$ cat config.mk
export PLATFORM = sky130hd
export DESIGN_NAME = if_fetch_unit
export DESIGN_NICKNAME = d
export VERILOG_FILES = /design/src/rtl/rv32_pkg.sv /design/src/rtl/fetch_fifo.sv /design/src/rtl/if_fetch_unit.sv
export SDC_FILE = /design/constraint.sdc
export NUM_CORES = 1
export LEC_CHECK = 0
export CORE_MARGIN = 1.5
export CORE_UTILIZATION = 47
export CTS_BUF_LIST = sky130_fd_sc_hd__clkbuf_16
export DETAILED_ROUTE_END_ITERATION = 8
export HOLD_SLACK_MARGIN = 0.05
export PLACE_DENSITY = 0.77
export SYNTH_ARGS = -nofsm -noshare
export SYNTH_HDL_FRONTEND = slang
export SYNTH_SLANG_ARGS = --single-unit
$ cat constraint.sdc
create_clock -name clk -period 5.51 [get_ports clk]
set_input_delay 1.102 -clock clk [delete_from_list [all_inputs] [get_ports clk]]
set_output_delay 1.102 -clock clk [all_outputs]
set_load 0.02 [all_outputs]
$ cat src/rtl/rv32_pkg.sv
// Shared RV32 fetch-path definitions: word type, fetch-queue entry and reset constants.
package rv32_pkg;

  localparam int unsigned XLEN = 32;

  typedef logic [XLEN-1:0] word_t;

  typedef struct packed {
    word_t inst;
    word_t pc;
  } fetch_entry_t;

  localparam word_t NOP_INST_DEFAULT = 32'h0000_0013;
  localparam word_t RESET_PC_DEFAULT = 32'h0000_0000;

endpackage

$ cat src/rtl/fetch_fifo.sv
// Synchronous FIFO with flush; head entry is visible combinationally.
module fetch_fifo #(
  parameter int unsigned WIDTH = 64,
  parameter int unsigned DEPTH = 2,
  localparam int unsigned CNT_W = $clog2(DEPTH + 1)
) (
  input  logic             clk,
  input  logic             resetn,
  input  logic             flush,
  input  logic             push,
  input  logic [WIDTH-1:0] push_data,
  input  logic             pop,
  output logic [WIDTH-1:0] head_data,
  output logic [CNT_W-1:0] count
);

  localparam int unsigned PTR_W = (DEPTH > 1) ? $clog2(DEPTH) : 1;

  logic [WIDTH-1:0] mem [DEPTH];
  logic [PTR_W-1:0] rd_ptr;
  logic [PTR_W-1:0] wr_ptr;
  logic             full;
  logic             do_push;
  logic             do_pop;

  function automatic logic [PTR_W-1:0] next_ptr(input logic [PTR_W-1:0] p);
    return (p == PTR_W'(DEPTH - 1)) ? '0 : p + PTR_W'(1);
  endfunction

  assign full      = (count == CNT_W'(DEPTH));
  assign do_push   = push && !full;
  assign do_pop    = pop && (count != '0);
  assign head_data = mem[rd_ptr];

  always_ff @(posedge clk) begin
    if (!resetn || flush) begin
      rd_ptr <= '0;
      wr_ptr <= '0;
      count  <= '0;
    end else begin
      if (do_push) wr_ptr <= next_ptr(wr_ptr);
      if (do_pop)  rd_ptr <= next_ptr(rd_ptr);
      count <= count + CNT_W'(do_push) - CNT_W'(do_pop);
    end
  end

  always_ff @(posedge clk) begin
    if (do_push) mem[wr_ptr] <= push_data;
  end

  // Upstream credit accounting must keep pushes away from a full FIFO.
  always_ff @(posedge clk) begin
    if (resetn && !flush) begin
      assert (!(push && full)) else $error("fetch_fifo push while full");
    end
  end

endmodule

$ cat src/rtl/if_fetch_unit.sv
// Instruction fetch stage: fetch PC, credit-limited imem requests, in-order fetch queue.
module if_fetch_unit
  import rv32_pkg::*;
#(
  parameter word_t       RESET_PC        = RESET_PC_DEFAULT,
  parameter int unsigned QUEUE_DEPTH     = 2,
  parameter int unsigned MAX_OUTSTANDING = 2,
  parameter word_t       NOP_INST        = NOP_INST_DEFAULT
) (
  input  logic        clk,
  input  logic        resetn,
  input  logic        is_stay,
  input  logic        redirect_valid,
  input  logic [31:0] redirect_pc,
  output logic        imem_req,
  output logic [31:0] imem_addr,
  input  logic        imem_gnt,
  input  logic        imem_rvalid,
  input  logic [31:0] imem_rdata,
  output logic        new_valid,
  output logic [31:0] new_inst,
  output logic [31:0] new_pc
);

  localparam int unsigned OUT_W  = $clog2(MAX_OUTSTANDING + 1);
  localparam int unsigned QCNT_W = $clog2(QUEUE_DEPTH + 1);

  word_t             fetch_pc;
  logic [OUT_W-1:0]  outstanding;
  logic [OUT_W-1:0]  discard;
  logic [QCNT_W-1:0] queue_count;
  logic [OUT_W-1:0]  tag_count_unused;
  logic              redirect_lsb_unused;
  word_t             tag_head;
  fetch_entry_t      entry_in;
  fetch_entry_t      entry_head;
  logic              grant;
  logic              rsp;
  logic              keep_rsp;

  assign redirect_lsb_unused = ^redirect_pc[1:0];

  assign imem_req = resetn && !redirect_valid
                 && ((32'(queue_count) + 32'(outstanding)) < QUEUE_DEPTH)
                 && (32'(outstanding) < MAX_OUTSTANDING);
  assign imem_addr = fetch_pc;
  assign grant     = imem_req && imem_gnt;
  assign rsp       = resetn && imem_rvalid && (outstanding != '0);
  assign keep_rsp  = rsp && (discard == '0) && !redirect_valid;

  // Every response still owed after a redirect belongs to the old path.
  always_ff @(posedge clk) begin
    if (!resetn) begin
      fetch_pc    <= RESET_PC;
      outstanding <= '0;
      discard     <= '0;
    end else begin
      outstanding <= outstanding + OUT_W'(grant) - OUT_W'(rsp);
      if (redirect_valid) begin
        fetch_pc <= {redirect_pc[31:2], 2'b00};
        discard  <= outstanding - OUT_W'(rsp);
      end else begin
        if (grant) fetch_pc <= fetch_pc + 32'd4;
        if (rsp && (discard != '0)) discard <= discard - OUT_W'(1);
      end
    end
  end

  fetch_fifo #(
    .WIDTH ($bits(word_t)),
    .DEPTH (MAX_OUTSTANDING)
  ) u_pc_tags (
    .clk       (clk),
    .resetn    (resetn),
    .flush     (redirect_valid),
    .push      (grant),
    .push_data (fetch_pc),
    .pop       (keep_rsp),
    .head_data (tag_head),
    .count     (tag_count_unused)
  );

  assign entry_in.inst = imem_rdata;
  assign entry_in.pc   = tag_head;

  fetch_fifo #(
    .WIDTH ($bits(fetch_entry_t)),
    .DEPTH (QUEUE_DEPTH)
  ) u_inst_queue (
    .clk       (clk),
    .resetn    (resetn),
    .flush     (redirect_valid),
    .push      (keep_rsp),
    .push_data (entry_in),
    .pop       (new_valid && !is_stay),
    .head_data (entry_head),
    .count     (queue_count)
  );

  assign new_valid = (queue_count != '0);
  assign new_inst  = new_valid ? entry_head.inst : NOP_INST;
  assign new_pc    = new_valid ? entry_head.pc   : '0;

endmodule

# Yosys cells after proc, flatten, opt, wreduce, memory -nomap -nowiden
# Memories as Yosys holds them, arrays and structs flattened. A register that Yosys moved wholly into a read port is not among the register bits.
# Index checks and enable logic that the tools add are counted.
[totals] ff_bits=44 mem_bits_rw=192 inputBits=70 output_inout_bits=98 wordCells=77 mem_count=2
[mem_list] memory="u_inst_queue.mem" depth=2 word_bits=64 rd=1 rd_ports_with_merged_regs=1 write_ports=1 line="fetch_fifo.sv:19" source="logic [WIDTH-1:0] mem [DEPTH];"
[mem_list] memory="u_pc_tags.mem" depth=2 word_bits=32 rd=1 rd_ports_with_merged_regs=1 write_ports=1 line="fetch_fifo.sv:19"
[classes] add_sub_neg=14 n_lt_le_gt_ge=2 n_eq_ne=2 mux=18 bitwise=1 n_reduce_logical=28
[ops] operator="2-to-1 mux 32 bit" n=4
[ops] operator="adder 32 x 3 -> 32 bit, second input constant" n=1
[ops] operator="logical AND 1 bit" n=14
[ops] operator="2-to-1 mux 1 bit" n=12
[ops] operator="nonzero test 2 bit" n=6
[ops] operator="subtractor 2 x 1 -> 2 bit" n=4
[ops] operator="adder 2 x 1 -> 2 bit" n=3
[ops] operator="zero test 1 bit" n=5
[ops] operator="adder 1 bit, second input constant" n=4
[ops] operator="== test 2 bit, second input constant" n=2
[ops] operator="2-to-1 mux 2 bit" n=2
[ops] operator="adder 2 x 2 -> 3 bit" n=1
[ops] operator="less-than comparator 3 x 2 -> 1 bit, second input constant" n=1
[ops] operator="zero test 2 bit" n=1
[ops] operator="less-than comparator 2 bit, second input constant" n=1
[ops] operator="OR reduction 2 bit" n=1
[ops] operator="subtractor 2 x 1 -> 2 bit, second input constant" n=1
[ops] operator="logical OR 1 bit" n=1
[ops] operator="NOT 1 bit" n=1

# Longest topological paths before layout
# Gate-level depths: netlist (run 1).
[logic_depth] depth_word=8 depth_mapped=13 depth_no_buf=11

# By module
# Synthesis (run 1) repeated with hierarchy kept, for this count alone.
[unflattened] hier_cells=723 hier_area_um2=10149.7
[by_module_without_submodules] mod="fetch_fifo at u_inst_queue" instances=1 cells_each=231 area_each_um2=4904.7 seq_area_each_um2=3943.8
[by_module_without_submodules] mod="if_fetch_unit" instances=1 cells_each=360 area_each_um2=2662.6 seq_area_each_um2=680.7
[by_module_without_submodules] mod="fetch_fifo at u_pc_tags" instances=1 cells_each=132 area_each_um2=2582.5 seq_area_each_um2=2021.9

# Worst setup path after synthesis (run 1)
# Ideal clock, no wire load.
[synth_path] kind="input to register" from="in resetn" to="mem u_inst_queue.mem[0][10], enable pin" setup_ns=0.490 t_arrival_ns=4.919 t_required_ns=5.020 slack_ns=0.101 cell_stages=6 path_buffers=2 cell_sequence="clkbuf_1 nor2b_1 clkbuf_1 nand3_1 a21oi_1 nor2b_1"
[synth_between] elab_chain_len=7
[synth_lines] element="start: declaration" line="if_fetch_unit.sv:11" source="input logic resetn,"
[synth_lines] element="logical AND 1 bit (2 in series)" line="if_fetch_unit.sv:48" source="assign rsp = resetn && imem_rvalid && (outstanding != '0);"
[synth_lines] element="logical AND 1 bit (2 in series)" line="if_fetch_unit.sv:49" source="assign keep_rsp = rsp && (discard == '0) && !redirect_valid;"
[synth_lines] element="logical AND 1 bit" line="fetch_fifo.sv:31" source="assign do_push = push && !full;"
[synth_lines] element="named net u_inst_queue.do_push" line="fetch_fifo.sv:23" source="logic do_push;"
[synth_lines] element="2-to-1 mux 1 bit" line="fetch_fifo.sv:48" source="if (do_push) mem[wr_ptr] <= push_data;"
[synth_lines] element="2-to-1 mux 1 bit (not written as such)" line="fetch_fifo.sv:48"
[synth_lines] element="end: declaration" line="fetch_fifo.sv:19"
# The timed path passes the listed nets, and every way through them passes these cells.

# Worst setup path in the final report (run 1)
[layout_path] from="in resetn" to="out imem_req"
[layout_between] elab_chain_len=3
[layout_lines] element="logical AND 1 bit"
[layout_lines] element="logical AND 1 bit" line="if_fetch_unit.sv:44" source="&& ((32'(queue_count) + 32'(outstanding)) < QUEUE_DEPTH)"
[layout_lines] element="logical AND 1 bit" line="if_fetch_unit.sv:45" source="&& (32'(outstanding) < MAX_OUTSTANDING);"
[layout_lines] element="end: declaration" line="if_fetch_unit.sv:15" source="output logic imem_req,"
# Every way passes these cells.

==> results.py, run 1 <==
metrics = {
    "yosys": {
        "synthFlopType": "edfxtp_1",
        "yosys.area.top_type": "edfxtp_1",
        "ys.warnings.count": 0,
        "synth_edf_count": 184,
        "async_flop_share": 0,
        "yosys-top-cells-count": "edfxtp_1, nor2_1, mux2i_1",
        "syn_area_per_cell_um2": 14.1,
        "synth_fa_ha_area_frac": 0.0143,
        "synth_top_family_by_area": "multiplexers",
        "synthMuxAreaShare": 0.109,
        "synth_area_leaders": "edfxtp_1, dfxtp_1, mux2i_1, mux2_2, nor2_1",
        "yosysUniqueCellTypes": 52,
        "ys_seq_elements": 228,
        "synth-compound-area-share": 0.0445,
        "synthCells": 657,
        "seq_area_frac_synth": 0.691,
        "synth.most_common_cell": "edfxtp_1",
        "synthXorXnorAreaFrac": 0.0161,
        "yosysTopAreaCellShare": 0.596,
        "netlist_area_um2": 9270,
        "synthSimpleGateAreaFrac": 0.101,
    },
    "sta": {
        "fmax_mhz": 242,
        "rsz0062_at_grt": "false",
        "setup_viol": 0,
        "maxSlewViolCount": 0,
        "tns_ns": 0,
        "tightest_slew_ns": 1.15,
        "clock_skew_ns": 0.00781,
        "fin_hold_ws_ns": 0.518,
        "min_period_ns": 4.13,
        "hold_viol_final": 0,
        "slew_headroom": 0.232,
        "fin_crit_sh": 0.750,
    },
    "global_routing": {
        "grt_pass1_vias": 5502,
        "gr-total-overflow": 0,
        "grt_max_degree": 63,
        "grt_pass1_wl_um": 28600,
        "grt_use_total": 0.179,
        "antenna_found_initial": 0,
    },
    "worst_setup_path": {
        "cp_max_fo": 12,
        "required_ns": 4.41,
        "end_kind": "output pin",
        "worstSetupPathType": "in -> out",
        "cp-start-kind": "input pin",
        "crit_arrival_ns": 3.03,
    },
    "power_and_ir_drop": {
        "p_per_area_nw_per_um2": 297,
        "ir_drop_mv": 0.178,
        "p_leak_uw": 0.00394,
    },
    "floorplan": {
        "die_h_um": 143,
        "pin_count": 168,
        "dieArea_um2": 20600,
        "fp.dieW_um": 143,
        "initial_core_util": 0.478,
        "rows": 51,
        "core-area_um2": 19400,
    },
    "final_layout": {
        "nNetsFinal": 903,
        "drive_above_1_share": 0.0977,
        "n_antenna_cell": 0,
        "syn_to_final_growth_pct": 28.0,
        "n_fill_cell": 1508,
    },
    "drt": {
        "ant_nets": 0,
        "first_pass_iters": 5,
        "drc": 0,
        "post_drt_wl_per_cell_um": 16.8,
        "first_iter_violations": 376,
        "finalWirelength_um": 18600,
        "vias": 5799,
        "via_per_inst": 5.25,
    },
    "place": {
        "port_buffers": 161,
        "gp_congestion": 0.842,
        "place_hpwl_um": 12000,
    },
    "clock_network": {
        "clkLatencyLatePin_ns": 0.49,
        "cts.sinks": 228,
        "cts_setup_buffers": 0,
        "numCtsBuffers": 23,
        "cts-root-buf": "clkbuf_16",
        "cts_htree_levels": 1,
        "clock_path_buffers": 3,
        "holdBufCountCts": 0,
        "cts_tree": "done",
        "post_cts_resized": 0,
        "clk_pin_slew_worst_paths_ns": 0.06,
    },
    "job": {
        "drv_cap": 0,
    },
    "hold_path": {
        "hold_path_class": "reg -> reg",
    },
    "status": {
        "status": "complete, no violations",
    },
}
## cells by family after synthesis
group / after synthesis
and+or+nand+nor: 189
other: 1
adders and majority gates: 10
xor gates and xnor gates: 17
DFF: 228
AOI/OAI and AO/OA: 63
muxes: 97
buffers and inverters: 52
## placed cells by master (no fill, tap or decap), types with 13 or more instances in the layout
cell | synthesis | final
a21oi_1 | 17 | 17
mux2_2 | 32 | 32
mux2i_1 | 64 | 64
clkdlybuf4s50_1 | 0 | 161
edfxtp_1 | 184 | 184
nand3_1 | 14 | 14
inv_1 | 14 | 23
clkbuf_16 | 0 | 24
nand2_1 | 25 | 25
dfxtp_1 | 44 | 43
nor2_1 | 92 | 91
nand4_1 | 13 | 13
## power by group
part	switching [µW]	internal, µW
logic	112	112
clock network	587	781
registers	35.2	1890
## layer usage
metal  global-route usage  wire, µm  up-vias
li1                     -         -     2780
met2                0.298      8780      212
met5                    0         0        -
met1                0.241      8200     2781
met4               0.0494       261        0
met3               0.0323      1350       26
## worst max-delay path, stage by stage
cell             delay [ns]
clkdlybuf4s50_1        0.78
nand2b_1               0.10
buf_4                  0.21
nor4_1                 0.19
clkdlybuf4s50_1        0.65
## path summary, 6_finish.rpt
check,to,slack (ns),from,cells after the start
min,flip-flop,0.52,u_pc_tags.rd_ptr,2
min reg2reg,flip-flop,0.52,u_pc_tags.rd_ptr,2
max reg2reg,u_pc_tags.mem[0][6],2.01,u_inst_queue.count[0],9
max,imem_req,1.38,resetn,5
## flip-flops by register name (all words and copies together), names as in the netlist, 2 cells and up, named ones only
signal              cells
u_inst_queue.mem      124
imem_addr              30
u_inst_queue.count      2
outstanding             2
discard                 2
u_pc_tags.mem          60
u_pc_tags.count         2
## through the flow
stage | util | total power (µW) | cells | worst slack (ns) | instance area, µm²
2_1_floorplan | - | 2070 | 660 | 0.101 | 9290
3_3_place_gp | 0.577 | 2180 | 1063 | 1.36 | 11200
3_5_place_dp | 0.577 | 2190 | 1063 | 1.40 | 11200
4_1_cts | 0.612 | 3550 | 1104 | 1.39 | 11900
5_1_grt | 0.612 | 3650 | 1104 | 1.28 | 11900
6_report | 0.612 | 3520 | 1104 | 1.38 | 11900
## area by class of cell
type | instances | area, µm² | area share
multi-input cells | 380 | 2670 | 0.225
well taps | 265 | 332 | 0.0279
inverters | 16 | 60.1 | 0.00506
clock buffers | 24 | 601 | 0.0506
flip-flops and latches | 228 | 6410 | 0.540
repair buffers | 174 | 1720 | 0.145
clock inverters | 17 | 71.3 | 0.00601
Power figures use the tool's default switching activity.
==> run 2, diff against run 1 <==
--- a/config.mk
+++ b/config.mk
@@ -6,11 +6,11 @@
 export NUM_CORES = 1
 export LEC_CHECK = 0
 export CORE_MARGIN = 1.5
-export CORE_UTILIZATION = 47
+export CORE_UTILIZATION = 52
 export CTS_BUF_LIST = sky130_fd_sc_hd__clkbuf_16
 export DETAILED_ROUTE_END_ITERATION = 8
 export HOLD_SLACK_MARGIN = 0.05
-export PLACE_DENSITY = 0.77
+export PLACE_DENSITY = 0.8
 export SYNTH_ARGS = -nofsm -noshare
 export SYNTH_HDL_FRONTEND = slang
 export SYNTH_SLANG_ARGS = --single-unit
==> constraint.sdc (replaced) <==
create_clock -name clk -period 4.3 [get_ports clk]
set_input_delay 0.86 -clock clk [delete_from_list [all_inputs] [get_ports clk]]
set_output_delay 0.86 -clock clk [all_outputs]
set_load 0.02 [all_outputs]
==> run 2 against run 1 <==
- utilization is 7.6 points higher
- design area is 0.55% higher
- sequential power is 28% higher
- power is 33% higher
- hold slack better by 0.015 ns
- register-to-register slack worse by 1.2 ns
==> results.py, run 2 (synthesized netlist as in run 1, its figures left out) <==
metrics = {
    "clock_network": {
        "clkLatencyLatePin_ns": 0.50,
        "post_cts_resized": 0,
        "cts_tree": "done",
        "numCtsBuffers": 23,
        "cts-root-buf": "clkbuf_16",
        "cts.sinks": 228,
        "cts_htree_levels": 1,
        "clk_pin_slew_worst_paths_ns": 0.06,
        "cts_setup_buffers": 0,
        "holdBufCountCts": 0,
        "clock_path_buffers": 3,
    },
    "final_layout": {
        "n_antenna_cell": 0,
        "final_util": 0.688,
        "nNetsFinal": 906,
        "final_common_cell": "edfxtp_1",
        "drive_above_1_share": 0.103,
        "fin_cells": 1067,
        "largest_reg_flops": 124,
        "syn_to_final_growth_pct": 28.7,
        "top_register": "u_inst_queue.mem",
        "layout_common_cells": "edfxtp_1, clkdlybuf4s50_1, nor2_1",
    },
    "drt": {
        "drt-met1-wl_um": 7910,
        "topRoutingLayerUsed": "met4",
        "vias": 5862,
        "post_drt_wl_per_cell_um": 17.7,
        "routed-wl-met3_um": 1560,
        "dr_wl_met2_um": 9050,
        "ant_nets": 0,
        "first_iter_violations": 369,
        "first_pass_iters": 5,
        "drc": 0,
        "via_per_inst": 5.49,
        "finalWirelength_um": 18900,
    },
    "status": {
        "status": "complete, no violations",
    },
    "sta": {
        "hold_viol_final": 0,
        "maxSlewViolCount": 0,
        "fin_hold_ws_ns": 0.533,
        "slew_headroom": 0.567,
        "setup_viol": 0,
        "clock_skew_ns": 0.0160,
        "tightest_slew_ns": 0.650,
        "rsz0062_at_grt": "false",
        "fmax_mhz": 286,
        "tns_ns": 0,
        "min_period_ns": 3.49,
        "fin_crit_sh": 0.812,
    },
    "floorplan": {
        "pin_count": 168,
        "initial_core_util": 0.534,
        "rows": 48,
        "dieArea_um2": 18600,
        "fp.dieW_um": 137,
        "core-area_um2": 17400,
        "die_h_um": 137,
    },
    "power_and_ir_drop": {
        "ir_drop_mv": 0.284,
        "p_leak_uw": 0.00400,
        "p_per_area_nw_per_um2": 391,
        "finalPower_uw": 4670,
    },
    "worst_setup_path": {
        "cp_top_family": "simple AND/OR/NAND/NOR gates",
        "worstSetupPathType": "reg -> reg",
        "r2r_end": "u_pc_tags.mem[0][30]",
        "timing.rr.start": "u_inst_queue.count[0]",
        "r2r_slack_ns": 0.81,
        "path_cells": "inv_1 > nor2_1 > fa_1 > or4b_1 > nor2_8 > inv_2 > a21oi_1 > nor2b_2 > buf_4",
        "crit_start": "u_inst_queue.count[0]",
        "crit_slowest_cell": "or4b_1",
        "cp_max_fo": 30,
        "end_kind": "flip-flop",
        "cp_num_buf_inv": 3,
        "worstRegToRegCells": 9,
        "cp-start-kind": "flip-flop",
        "endpoint": "u_pc_tags.mem[0][30]",
        "critical-path-max-stage-delay_ns": 0.78,
        "cp.depth": 9,
        "crit_arrival_ns": 3.64,
        "required_ns": 4.44,
    },
    "global_routing": {
        "grt_pass1_vias": 5742,
        "antenna_found_initial": 0,
        "grt_use_total": 0.202,
        "grt_max_degree": 53,
        "grt_pass1_wl_um": 29400,
        "gr-total-overflow": 0,
    },
    "place": {
        "port_buffers": 161,
        "placedCellCount": 1026,
        "gp_congestion": 0.866,
        "place_hpwl_um": 12900,
    },
    "job": {
        "drv_cap": 0,
    },
    "hold_path": {
        "hold_path_class": "reg -> reg",
    },
}
[run 2: cell types whose count changed in the layout (fill, tap and decap cells not counted), sizes merged]
cell / change
clkinv: -5
buf: +3
inv: +3
bufinv: +2
clkbuf: +1
clkinvlp: -1
[run 2: routing by layer]
layer	GRT usage	vias to the layer above
met5	0	-
met4	0.0556	0
met3	0.0359	35
met2	0.345	267
met1	0.267	2792
li1	-	2768
[run 2: layout make-up]
class,instances,area (µm²)
Clock buffer,25,626
Tap cell,225,282
Clock inverter,16,114
Fill cell,1169,5420
Multi-Input combinational cell,380,2670
Inverter,16,60.1
Timing Repair Buffer,177,1770
Sequential cell,228,6410
[run 2: metrics by stage]
stage	cell area [µm²]	worst slack, ns
2_1_floorplan	9290	0.310
3_3_place_gp	11200	0.805
3_5_place_dp	11200	0.718
4_1_cts	11900	0.826
5_1_grt	11900	0.631
6_report	11900	0.807
[run 2: how the worst min path moves through the flow]
stage | slack [ns] | from | cells after the start | end
after floorplan | 0.48 | u_pc_tags.rd_ptr | 2 | flip-flop
after global placement | 0.50 | u_inst_queue.rd_ptr | 2 | u_inst_queue.rd_ptr
after detailed placement | 0.51 | u_pc_tags.rd_ptr | 2 | flip-flop
after CTS | 0.54 | u_pc_tags.rd_ptr | 2 | u_pc_tags.rd_ptr
after global routing | 0.56 | imem_addr[25] | 0 | u_pc_tags.mem[0][25]
final | 0.53 | u_pc_tags.rd_ptr | 2 | u_pc_tags.rd_ptr
[run 2: tightest hold or removal path, stage by stage, from the launching register on]
cell and delay [ns]:
dfxtp_1 0.32, xnor2_1 0.09, nor2_1 0.08
[run 2: report_power, final]
part           total, µW  internal, µW  switching [µW]
Combinational        292           146             146
Sequential          2470          2430            46.2
Clock               1900          1160             745
Total               4670          3730             937
==> run 3, diff against run 2 <==
==> constraint.sdc (replaced) <==
create_clock -name clk -period 3.3 [get_ports clk]
set_input_delay 0.66 -clock clk [delete_from_list [all_inputs] [get_ports clk]]
set_output_delay 0.66 -clock clk [all_outputs]
set_load 0.02 [all_outputs]
==> run 3 against run 2 <==
- power rose by 27%
- largest power group unchanged
- critical endpoint is now u_pc_tags.mem[0][26]
- non-clock buffer count rose by 5
- first-iteration DRC count rose by 28%
- register-to-register slack worse by 0.63 ns
- critical path type unchanged
- via count up 1.2%
- global-route usage up 0.57 points
==> results.py, run 3 (synthesized netlist as in run 1, its figures left out) <==
metrics = {
    "status": {
        "status": "complete, no violations",
    },
    "sta": {
        "fin_crit_sh": 0.948,
        "slew_headroom": 0.614,
        "min_period_ns": 3.13,
        "setup_viol": 0,
        "fin_hold_ws_ns": 0.525,
        "tightest_slew_ns": 0.575,
        "clock_skew_ns": 0.0109,
        "fmax_mhz": 320,
        "rsz0062_at_grt": "false",
        "maxSlewViolCount": 0,
        "hold_viol_final": 0,
        "tns_ns": 0,
    },
    "drt": {
        "vias": 5933,
        "ant_nets": 0,
        "first_pass_iters": 5,
        "finalWirelength_um": 19500,
        "post_drt_wl_per_cell_um": 18.2,
        "via_per_inst": 5.53,
        "drc": 0,
        "first_iter_violations": 473,
    },
    "power_and_ir_drop": {
        "p_leak_uw": 0.00402,
        "p_per_area_nw_per_um2": 496,
        "ir_drop_mv": 0.412,
    },
    "floorplan": {
        "fp.dieW_um": 137,
        "pin_count": 168,
        "dieArea_um2": 18600,
        "rows": 48,
        "die_h_um": 137,
        "initial_core_util": 0.534,
        "core-area_um2": 17400,
    },
    "clock_network": {
        "cts-root-buf": "clkbuf_16",
        "clock_path_buffers": 3,
        "cts_tree": "done",
        "numCtsBuffers": 23,
        "cts_setup_buffers": 0,
        "clk_pin_slew_worst_paths_ns": 0.06,
        "holdBufCountCts": 0,
        "cts_htree_levels": 1,
        "post_cts_resized": 0,
        "cts.sinks": 228,
        "clkLatencyLatePin_ns": 0.50,
    },
    "final_layout": {
        "final_util": 0.689,
        "final_common_cell": "edfxtp_1",
        "n_antenna_cell": 0,
        "syn_to_final_growth_pct": 28.9,
        "n_fill_cell": 1172,
        "nNetsFinal": 911,
        "top_register": "u_inst_queue.mem",
        "fin_cells": 1073,
        "layout_common_cells": "edfxtp_1, clkdlybuf4s50_1, nor2_1",
        "largest_reg_flops": 124,
        "drive_above_1_share": 0.108,
    },
    "worst_setup_path": {
        "cp_num_buf_inv": 3,
        "worstSetupPathType": "reg -> reg",
        "end_kind": "flip-flop",
        "required_ns": 3.49,
        "timing.rr.start": "u_inst_queue.count[0]",
        "r2r_slack_ns": 0.17,
        "path_cells": "inv_1 > nor2_1 > fa_1 > or4b_1 > nor2_8 > inv_2 > a21oi_1 > nor2b_2 > buf_12",
        "cp-start-kind": "flip-flop",
        "crit_slowest_cell": "or4b_1",
        "critical-path-max-stage-delay_ns": 0.66,
        "worstRegToRegCells": 9,
        "crit_arrival_ns": 3.32,
        "cp_max_fo": 30,
        "cp_top_family": "simple AND/OR/NAND/NOR gates",
        "r2r_end": "u_pc_tags.mem[0][26]",
    },
    "global_routing": {
        "grt_pass1_vias": 5890,
        "grt_use_total": 0.208,
        "antenna_found_initial": 0,
        "grt_max_degree": 53,
        "gr-total-overflow": 0,
        "grt_pass1_wl_um": 30200,
    },
    "place": {
        "gp_congestion": 0.904,
        "placedCellCount": 1031,
        "port_buffers": 161,
        "place_hpwl_um": 13000,
    },
    "job": {
        "drv_cap": 0,
    },
    "hold_path": {
        "hold_path_depth": 2,
        "min_from": "u_pc_tags.rd_ptr",
        "hold_path_class": "reg -> reg",
    },
}
run 3: changes by cell type in the layout (fill, tap and decap cells not counted), sizes merged:
cell,delta
buf,+5
clkinv,+4
bufinv,-2
clkbuf,-1
clkdlybuf4s50,-1
clkinvlp,+1
dlymetal6s2s,+1
inv,-1
run 3: worst max path at each step:
stage                               start  cells past startpoint  slack [ns]                    to
floorplan                  outstanding[0]                      9        0.02  u_pc_tags.mem[0][10]
global placement                 imem_gnt                      9        0.26        outstanding[0]
CTS                 u_inst_queue.count[0]                      5        0.05              imem_req
detailed placement  u_inst_queue.count[0]                      9        0.19  u_pc_tags.mem[0][26]
global route        u_inst_queue.count[0]                      9        0.04  u_pc_tags.mem[0][26]
finish              u_inst_queue.count[0]                      9        0.17  u_pc_tags.mem[0][26]
run 3: per-layer routing:
metal,vias up,part of all wire,GRT usage
met1,2867,0.42,0.280
li1,2773,-,-
met5,-,0,0
met4,0,0.018,0.0597
met3,37,0.080,0.0363
met2,256,0.48,0.348
run 3: where the power goes:
group	internal, µW	switching, µW	leakage (µW)	total [µW]
clock network	1310	1010	0.000372	2320
registers	3160	60.0	0.00204	3220
logic	196	193	0.00161	389
total	4670	1260	0.00402	5930
run 3: layout make-up:
type / count / area (µm²) / area share
sequential: 228 / 6410 / 0.536
tap: 225 / 282 / 0.0236
timing repair buffer: 182 / 1850 / 0.154
clock buffer: 24 / 601 / 0.0502
clock inverter: 18 / 81.3 / 0.00680
multi-input combinational: 380 / 2670 / 0.224
inverter: 16 / 60.1 / 0.00502
run 3: through the flow:
step | instance area (µm²) | power (µW) | worst slack (ns)
floorplan | 9300 | 3450 | 0.0191
global placement | 11300 | 3650 | 0.256
detailed placement | 11300 | 3670 | 0.190
CTS | 12000 | 5980 | 0.0519
global route | 12000 | 6130 | 0.0391
finish | 12000 | 5930 | 0.173
run 3: worst min-delay path, delay by kind of cell, from the launching register on:
| family | cells | cell delay [ns] |
|---|---|---|
| DFF | 1 | 0.33 |
| and+or+nand+nor | 1 | 0.08 |
| xor gates and xnor gates | 1 | 0.08 |
